<file path="config.mk">
export PLATFORM = sky130hd
export DESIGN_NAME = request_node_mc
export DESIGN_NICKNAME = d
export VERILOG_FILES = /design/src/rtl/rn_pkg.sv /design/src/rtl/rn_port_demux.sv /design/src/rtl/request_node_mc.sv
export SDC_FILE = /design/constraint.sdc
export NUM_CORES = 1
export LEC_CHECK = 0
export CAP_MARGIN = 20
export CORE_AREA = 2 2 216 218
export DETAILED_ROUTE_END_ITERATION = 6
export DIE_AREA = 0 0 218 220
export GPL_ROUTABILITY_DRIVEN = 0
export GPL_TIMING_DRIVEN = 1
export SYNTH_ARGS = -nofsm -noshare
export SYNTH_HDL_FRONTEND = slang
export SYNTH_SLANG_ARGS = --single-unit
</file>
<file path="constraint.sdc">
create_clock -name pclk -period 4.1 [get_ports pclk]
set_input_delay 0.41 -clock pclk [delete_from_list [all_inputs] [get_ports pclk]]
set_output_delay 0.41 -clock pclk [all_outputs]
set_load 0.01 [all_outputs]
</file>
<file path="src/rtl/rn_pkg.sv">
// Shared state encoding and flit-width helpers for request_node_mc.
// Default widths are 32-bit; the top module overrides them via parameters.
package rn_pkg;
  localparam int RN_ADDR_WIDTH = 32;
  localparam int RN_DATA_WIDTH = 32;

  typedef enum logic [2:0] {IDLE, REQ, WAIT, RESP, ERR} rn_state_e;

  function automatic int req_flit_width(input int aw, input int dw);
    return aw + 5 + dw + dw / 8;
  endfunction

  function automatic int rsp_flit_width(input int dw);
    return dw + 1;
  endfunction

  localparam int REQ_FLIT_WIDTH = req_flit_width(RN_ADDR_WIDTH, RN_DATA_WIDTH);
  localparam int RSP_FLIT_WIDTH = rsp_flit_width(RN_DATA_WIDTH);
endpackage

</file>
<file path="src/rtl/rn_port_demux.sv">
// Channel steering for request_node_mc: one-hot request/response strobes,
// per-slot request flits, and selection of the destination's ready/response.
module rn_port_demux #(
  parameter int NUM_CN   = 4,
  parameter int ID_WIDTH = 4,
  parameter int REQ_W    = 73,
  parameter int RSP_W    = 33
) (
  input  logic [ID_WIDTH-1:0]     dest,
  input  logic                    req_en,
  input  logic                    rsp_en,
  input  logic [REQ_W-1:0]        flit,
  input  logic [NUM_CN-1:0]       cn_ready,
  input  logic [NUM_CN-1:0]       cn_rsp_valid,
  input  logic [NUM_CN*RSP_W-1:0] icn_rxrsp,
  output logic [NUM_CN-1:0]       rn_valid,
  output logic [NUM_CN-1:0]       rn_rsp_ready,
  output logic [NUM_CN*REQ_W-1:0] icn_txreq,
  output logic                    ready_sel,
  output logic                    rsp_valid_sel,
  output logic [RSP_W-1:0]        rsp_sel
);
  logic [NUM_CN-1:0] hit;

  // An out-of-range dest hits no channel, so nothing is driven for it.
  for (genvar i = 0; i < NUM_CN; i++) begin : g_ch
    assign hit[i]          = (dest == ID_WIDTH'(i));
    assign rn_valid[i]     = req_en & hit[i];
    assign rn_rsp_ready[i] = rsp_en & hit[i];
    assign icn_txreq[i*REQ_W +: REQ_W] = rn_valid[i] ? flit : '0;
  end

  assign ready_sel     = |(cn_ready & hit);
  assign rsp_valid_sel = |(cn_rsp_valid & hit);

  always_comb begin
    rsp_sel = '0;
    for (int i = 0; i < NUM_CN; i++)
      if (hit[i]) rsp_sel = icn_rxrsp[i*RSP_W +: RSP_W];
  end
endmodule

</file>
<file path="src/rtl/request_node_mc.sv">
// Multi-completer APB request node: one outstanding APB access routed to one of
// NUM_CN ICN channels by the address ID field. Optional handshake timeout: RN_TIMEOUT_EN.
module request_node_mc import rn_pkg::*; #(
  parameter int ADDR_WIDTH     = RN_ADDR_WIDTH,
  parameter int DATA_WIDTH     = RN_DATA_WIDTH,
  parameter int NUM_CN         = 4,
  parameter int ID_WIDTH       = 4,
  parameter int TIMEOUT_CYCLES = 256,
  localparam int REQ_W = req_flit_width(ADDR_WIDTH, DATA_WIDTH),
  localparam int RSP_W = rsp_flit_width(DATA_WIDTH)
) (
  input  logic                    pclk,
  input  logic                    preset,
  input  logic [ADDR_WIDTH-1:0]   paddr,
  input  logic [2:0]              pprot,
  input  logic                    pnse,
  input  logic                    psel,
  input  logic                    penable,
  input  logic                    pwrite,
  input  logic [DATA_WIDTH-1:0]   pwdata,
  input  logic [DATA_WIDTH/8-1:0] pstrb,
  output logic                    pready,
  output logic [DATA_WIDTH-1:0]   prdata,
  output logic                    pslverr,
  output logic [NUM_CN-1:0]       rn_valid,
  input  logic [NUM_CN-1:0]       cn_ready,
  output logic [NUM_CN*REQ_W-1:0] icn_txreq,
  input  logic [NUM_CN-1:0]       cn_rsp_valid,
  output logic [NUM_CN-1:0]       rn_rsp_ready,
  input  logic [NUM_CN*RSP_W-1:0] icn_rxrsp
);
  rn_state_e           state, nxt;
  logic [REQ_W-1:0]    flit;
  logic [ID_WIDTH-1:0] dest;
  logic [RSP_W-1:0]    rsp;
  logic                ready_sel, rsp_valid_sel;
  logic [RSP_W-1:0]    rsp_sel;
  logic                mapped;

  assign mapped = ({1'b0, dest} < (ID_WIDTH+1)'(NUM_CN));

`ifdef RN_TIMEOUT_EN
  localparam int CW = $clog2(TIMEOUT_CYCLES + 2);
  logic [CW-1:0] cnt;
  logic          expired;
  // Budget spans REQ and WAIT together, so WAIT can expire on its first cycle.
  assign expired = (cnt >= CW'(TIMEOUT_CYCLES - 1));

  always_ff @(posedge pclk or posedge preset) begin
    if (preset)                             cnt <= '0;
    else if (state == IDLE)                 cnt <= '0;
    else if (state == REQ || state == WAIT) cnt <= cnt + 1'b1;
  end
`else
  logic expired;
  assign expired = 1'b0;
`endif

  always_ff @(posedge pclk or posedge preset) begin
    if (preset) begin
      state <= IDLE;
      flit  <= '0;
      dest  <= '0;
      rsp   <= '0;
    end else begin
      state <= nxt;
      if (state == IDLE && psel && penable) begin
        flit <= {paddr, pprot, pnse, pwrite, pwdata, pstrb};
        dest <= paddr[ADDR_WIDTH-1 -: ID_WIDTH];
      end
      if (state == WAIT && rsp_valid_sel) rsp <= rsp_sel;
    end
  end

  // Unmapped IDs pass through one REQ cycle with no channel selected before ERR.
  always_comb begin
    nxt = state;
    unique case (state)
      IDLE: if (psel && penable) nxt = REQ;
      REQ: begin
        if (!mapped)        nxt = ERR;
        else if (ready_sel) nxt = WAIT;
        else if (expired)   nxt = ERR;
      end
      WAIT: begin
        if (rsp_valid_sel)  nxt = RESP;
        else if (expired)   nxt = ERR;
      end
      RESP:    nxt = IDLE;
      ERR:     nxt = IDLE;
      default: nxt = IDLE;
    endcase
  end

  always_comb begin
    pready  = (state == RESP) || (state == ERR);
    pslverr = (state == ERR) || (state == RESP && rsp[0]);
    prdata  = (state == RESP) ? rsp[RSP_W-1:1] : '0;
  end

  rn_port_demux #(
    .NUM_CN(NUM_CN), .ID_WIDTH(ID_WIDTH), .REQ_W(REQ_W), .RSP_W(RSP_W)
  ) u_demux (
    .dest          (dest),
    .req_en        (state == REQ),
    .rsp_en        (state == WAIT),
    .flit          (flit),
    .cn_ready      (cn_ready),
    .cn_rsp_valid  (cn_rsp_valid),
    .icn_rxrsp     (icn_rxrsp),
    .rn_valid      (rn_valid),
    .rn_rsp_ready  (rn_rsp_ready),
    .icn_txreq     (icn_txreq),
    .ready_sel     (ready_sel),
    .rsp_valid_sel (rsp_valid_sel),
    .rsp_sel       (rsp_sel)
  );
endmodule
</file>
==> flow_metrics.tcl, run 1 <==
set metrics [dict create \
    critPathBufInv 2 \
    end_kind "output pin" \
    die_w_um 218 \
    power_mw 5.370 \
    power_density_nw_per_um2 394.1 \
    worstReg2RegEnd "rsp[28]" \
    nets 1456 \
    p_int_mw 3.350 \
    worstPathRequired_ps 3690 \
    rrSetupSlack_ps 1260 \
    grt_pass1_vias 7090 \
    clkTransAtPathRegs_ps 80 \
    leakagePower_nw 5.166 \
    skew_ps 10.79 \
    grt_pass1_wl_um 45510 \
    start_util 0.1593 \
    crit_family "simple AND/OR/NAND/NOR gates" \
    core-area_um2 45860 \
    rsz0062_at_grt "false" \
    power_frac_seq 0.399 \
    slowest_delay_ps 540 \
    setup_tns_ps 0 \
    synth.avg_cell_area_um2 9.901 \
    status "completed" \
    reg2reg_depth 4 \
    area_growth_pct 86.47 \
    cts_max_level 3 \
    postCtsHoldBufs 0 \
    cts_tree "built" \
    crit_fanout 47 \
    r2r_start "flit[69]" \
    grt_use_total 0.1291 \
    ir_drop_mv 0.1930 \
    final_layout_size_suffix_gt1_frac 0.1198 \
    arrival_ps 2960 \
    maxCapViolCount 0 \
    ys_seq_area_frac 0.3733 \
    place_hpwl_um 25720 \
    period_share 0.8220 \
    crit_chain "nand2b_1 > nand3b_4 > nor2_4 > buf_12 > and2_1 > clkdlybuf4s50_1" \
    overflow 0 \
    hold_start "rsp[26]" \
    sw_frac_of_total 0.3761 \
    finalNonFillerCells 1853 \
    ant_nets 0 \
    crit_slowest_cell "nor2_4" \
    die_y_um 220 \
    max_freq_mhz 296.7 \
    detail_route.iter0.violations 231 \
    path_class "reg -> out" \
    dp_cells 1835 \
    pwr-share-clk 0.189 \
    clk_latency_ps 380 \
    cts.sinks 109 \
    wl_per_cell_um 17.25 \
    min_to "rsp[26]" \
    finalMaxSlewViolations 0 \
    io_pins 551 \
    clockBufferDepth 2 \
    synth.distinct_cells 28 \
    power_frac_comb 0.412 \
    start_kind "register" \
    yosysWarnings 0 \
    p_switching_mw 2.020 \
    tightestPinTransition_ps 890.1 \
    synth_cells 738 \
    period_needed_ps 3370 \
    cts_setup_buffers 0 \
    num_vias 7092 \
    grt_antenna_before_repair 2 \
    syn-cell-area_um2 7307 \
    synth_seq_cells 109 \
    clockRootBuffer "clkbuf_16" \
    hold_depth 2 \
    cts_inserted_buffers 9 \
    routed_wl_um 31970 \
    dieArea_um2 47960 \
    avgViaCountPerCell 3.827 \
    hold_slack_ps 478.9 \
    grt_max_degree 73 \
    setup_viol 0 \
    drt_pass1_iterations 4 \
    hold_violations 0 \
    rows 79 \
    post_cts_resize_count 0 \
    drc 0 \
    slew_headroom 0.4055 \
    hold_path_class "reg -> reg" \
    port_buffers 538 \
]
## registers in the layout, summed over array words and instances (netlist names)
signal	count
state	3
rsp	33
flit	73
## metrics by stage
stage	area, um2	util	worst slack [ps]
global placement	13300	0.2899	1188
detailed placement	13300	0.2899	1153
floorplan	7348	-	816.1
CTS	13620	0.2970	689.3
finish	13630	0.2971	730.0
global route	13620	0.2970	531.0
## metal layers
layer / vias up / GRT usage / routed length [um]
met5: - / 0 / 0
met4: 0 / 0.04671 / 576
met3: 24 / 0.03589 / 2670
met2: 362 / 0.2410 / 16980
met1: 3304 / 0.1380 / 11740
li1: 3402 / - / -
## final cells by class
cell class | count | area (um2)
clock inverters | 7 | 98.84
flip-flops and latches | 109 | 2730
fillers | 4812 | 32240
clock buffers | 9 | 225.2
repair buffers | 551 | 5520
diodes | 2 | 5.005
multi-input cells | 566 | 4274
well taps | 607 | 759.5
inverters | 2 | 12.51
## worst max path at each step
stage / from / endpoint / cells past startpoint / slack [ps]
after floorplan: preset / flit[0] / 1 / 820
after global placement: flit[69] / rsp[32] / 5 / 1190
after detailed placement: state[2] / icn_txreq[119] / 6 / 1150
after CTS: state[2] / icn_txreq[119] / 6 / 690
after global routing: state[2] / icn_txreq[112] / 6 / 530
final: state[2] / icn_txreq[119] / 6 / 730
## power by group through the flow
stage          combinational (mW)  sequential, mW  clock (mW)
2_1_floorplan                1.52            1.82           0
3_3_place_gp                 2.24            2.18           0
3_5_place_dp                 2.27            2.19           0
4_1_cts                      2.28            2.17        1.08
5_1_grt                      2.42            2.26        1.12
6_report                     2.21            2.14        1.01
## Yosys cell counts
library cell	number	share of area
a21oi_1	3	0.0021
mux4_2	35	0.11
nand4_1	1	0.00086
nand3b_4	1	0.0027
nand3b_1	1	0.0010
clkbuf_1	37	0.019
and2_1	308	0.26
mux2_2	73	0.11
clkbuf_2	2	0.0014
nor2_1	12	0.0062
nand3_1	3	0.0021
nor3_2	1	0.0014
o21ai_1	28	0.019
a211o_1	1	0.0012
nand4_2	1	0.0017
inv_1	2	0.0010
nand2_1	67	0.034
a22o_1	1	0.0012
dfrtp_1	109	0.37
conb_1	1	0.00051
nor3_1	2	0.0014
buf_4	19	0.020
buf_2	10	0.0068
a21o_1	1	0.0010
o21ai_0	6	0.0041
nand2b_1	6	0.0051
nor2_2	3	0.0026
buf_6	4	0.0062
## cell usage in the layout, fill, tap and decap left out, drive strengths merged
cell type / count
nor3: 3
diode: 2
dfrtp: 109
and2: 308
clkbuf: 9
a21oi: 3
nand3: 3
a211o: 1
nand3b: 2
a21o: 1
nand2: 67
nand2b: 6
bufinv: 2
conb: 12
inv: 3
a22o: 1
clkdlybuf4s50: 538
o21ai: 34
buf: 13
nor2: 15
clkinvlp: 3
nand4: 2
clkinv: 1
mux4: 35
mux2: 73
## cell families after synthesis
kind of cell,after synthesis,synth area share
buffers and inverters,74,0.05394
AOI/OAI and AO/OA,40,0.02877
muxes,108,0.2204
DFF,109,0.3733
and+or+nand+nor,406,0.3231
other,1,0.0005132
## worst reg2reg max path, stage by stage, from the launching register on
cell,delay [ps]
dfrtp_2,560
buf_4,610
mux4_2,440
nand4_4,690
o21ai_0,450
Power figures use the tool's default switching activity.
==> inputs of run 2 (changes only) <==
- clock period: 4.1 -> 3.4 ns (I/O delays scaled with it)
==> flow_metrics.tcl, run 2 (synthesis results as in run 1) <==
set metrics [dict create \
    detail_route.iter0.violations 138 \
    grt_max_degree 52 \
    finalMaxSlewViolations 0 \
    area_growth_pct 86.59 \
    met3_usage 0.03561 \
    setup_tns_ps 0 \
    grt_pass1_wl_um 45280 \
    power_mw 6.454 \
    hold_slack_ps 329.3 \
    ir_drop_mv 0.2304 \
    routed_wl_um 31770 \
    grt.busiest_layer "met2" \
    status "completed" \
    hold_path_class "in -> async" \
    top_register "flit" \
    setup_viol 0 \
    nets 1461 \
    rows 79 \
    clockRootBuffer "clkbuf_16" \
    core-area_um2 45860 \
    grt_use_met2 0.2412 \
    grt_antenna_before_repair 2 \
    dp_cells 1840 \
    maxCapViolCount 0 \
    cts_setup_buffers 0 \
    worstPathRequired_ps 3060 \
    leakagePower_nw 5.198 \
    clk_latency_ps 380 \
    io_pins 551 \
    drt_pass1_iterations 4 \
    regArea_um2 2730 \
    die_w_um 218 \
    cts.sinks 109 \
    avgViaCountPerCell 3.878 \
    end_kind "output pin" \
    wl_per_cell_um 17.13 \
    path_class "reg -> out" \
    final_layout_size_suffix_gt1_frac 0.1218 \
    multiInputGateArea_um2 4274 \
    clkTransAtPathRegs_ps 80 \
    die_y_um 220 \
    post_cts_resize_count 0 \
    max_freq_mhz 332.6 \
    use_met1 0.1348 \
    crit_fanout 45 \
    clockBufferDepth 2 \
    num_vias 7193 \
    dieArea_um2 47960 \
    layout_commonest_cell "clkdlybuf4s50_1" \
    ant_nets 0 \
    mostFrequentLayoutCells "538 x clkdlybuf4s50_1, 308 x and2_1, 107 x dfrtp_1, 73 x mux2_2, 67 x nand2_1" \
    start_util 0.1593 \
    finalNonFillerCells 1855 \
    overflow 0 \
    slew_headroom 0.5860 \
    drc 0 \
    place_hpwl_um 25860 \
    fill_cells 4858 \
    period_share 0.8843 \
    largest_reg_flops 73 \
    period_needed_ps 3006 \
    grt_pass1_vias 7113 \
    power_density_nw_per_um2 473.4 \
    hold_violations 0 \
    diodes 0 \
    cts_max_level 3 \
    port_buffers 538 \
    start_kind "register" \
    skew_ps 12.69 \
    top_regs "flit x73, rsp x33, state x3" \
    rsz0062_at_grt "false" \
    cts_inserted_buffers 9 \
    postCtsHoldBufs 0 \
    arrival_ps 2670 \
    cts_tree "built" \
    tightestPinTransition_ps 621.0 \
    grt_use_total 0.1275 \
]
run 2: cell types whose count changed in the layout (fill, tap and decap cells not counted), moves of 2 or more:
cell	previous run	this run
clkinvlp_4	3	0
diode_2	2	0
buf_12	3	1
clkbuf_8	0	2
buf_4	10	17
run 2: power by group:
group | internal (mW) | switching [mW]
combinational | 1.53 | 1.11
sequential | 1.86 | 0.745
clock | 0.686 | 0.529
total | 4.07 | 2.38
run 2: critical path, cell delays in order, from the launching register on:
cell and delay [ps]:
dfrtp_1 450, nand2b_1 220, nand3b_4 280, nor2_4 150
buf_4 380, and2_1 220, clkdlybuf4s50_1 540
run 2: path summary, 6_finish.rpt:
path	cells past startpoint	from	endpoint	slack (ps)
min in group pclk	2	rsp[4]	rsp[4]	480
worst max register to register	5	flit[70]	rsp[32]	990
worst min-delay path	2	preset	flit[52]	330
worst max-delay path	6	state[2]	icn_txreq[176]	390
max in group asynchronous	3	preset	flit[4]	2350
worst min register to register	2	rsp[4]	rsp[4]	480
run 2: per-stage QoR:
step	utilization	cell area [um2]	worst slack, ps
2_1_floorplan	-	7348	186.1
3_3_place_gp	0.2902	13310	810.8
3_5_place_dp	0.2902	13310	787.7
4_1_cts	0.2973	13630	323.1
5_1_grt	0.2973	13630	200.8
6_report	0.2973	13630	393.5
run 2: layer usage:
metal | share of wire | vias up
li1 | - | 3406
met1 | 0.36 | 3395
met2 | 0.54 | 362
met3 | 0.081 | 30
met4 | 0.019 | 0
met5 | 0 | -
run 2: cell type report:
type                    count  share of cell area
clock buffers              12             0.01881
clock inverters             3            0.005047
inverters                   2           0.0009177
multi-input cells         566              0.3135
repair buffers            556              0.4058
well taps                 607             0.05570
flip-flops and latches    109              0.2002
==> inputs of run 3 (changes only) <==
- SLEW_MARGIN: default -> 20
==> results of run 3 <==
Final layout, timing and power as in run 2 (identical DEF).
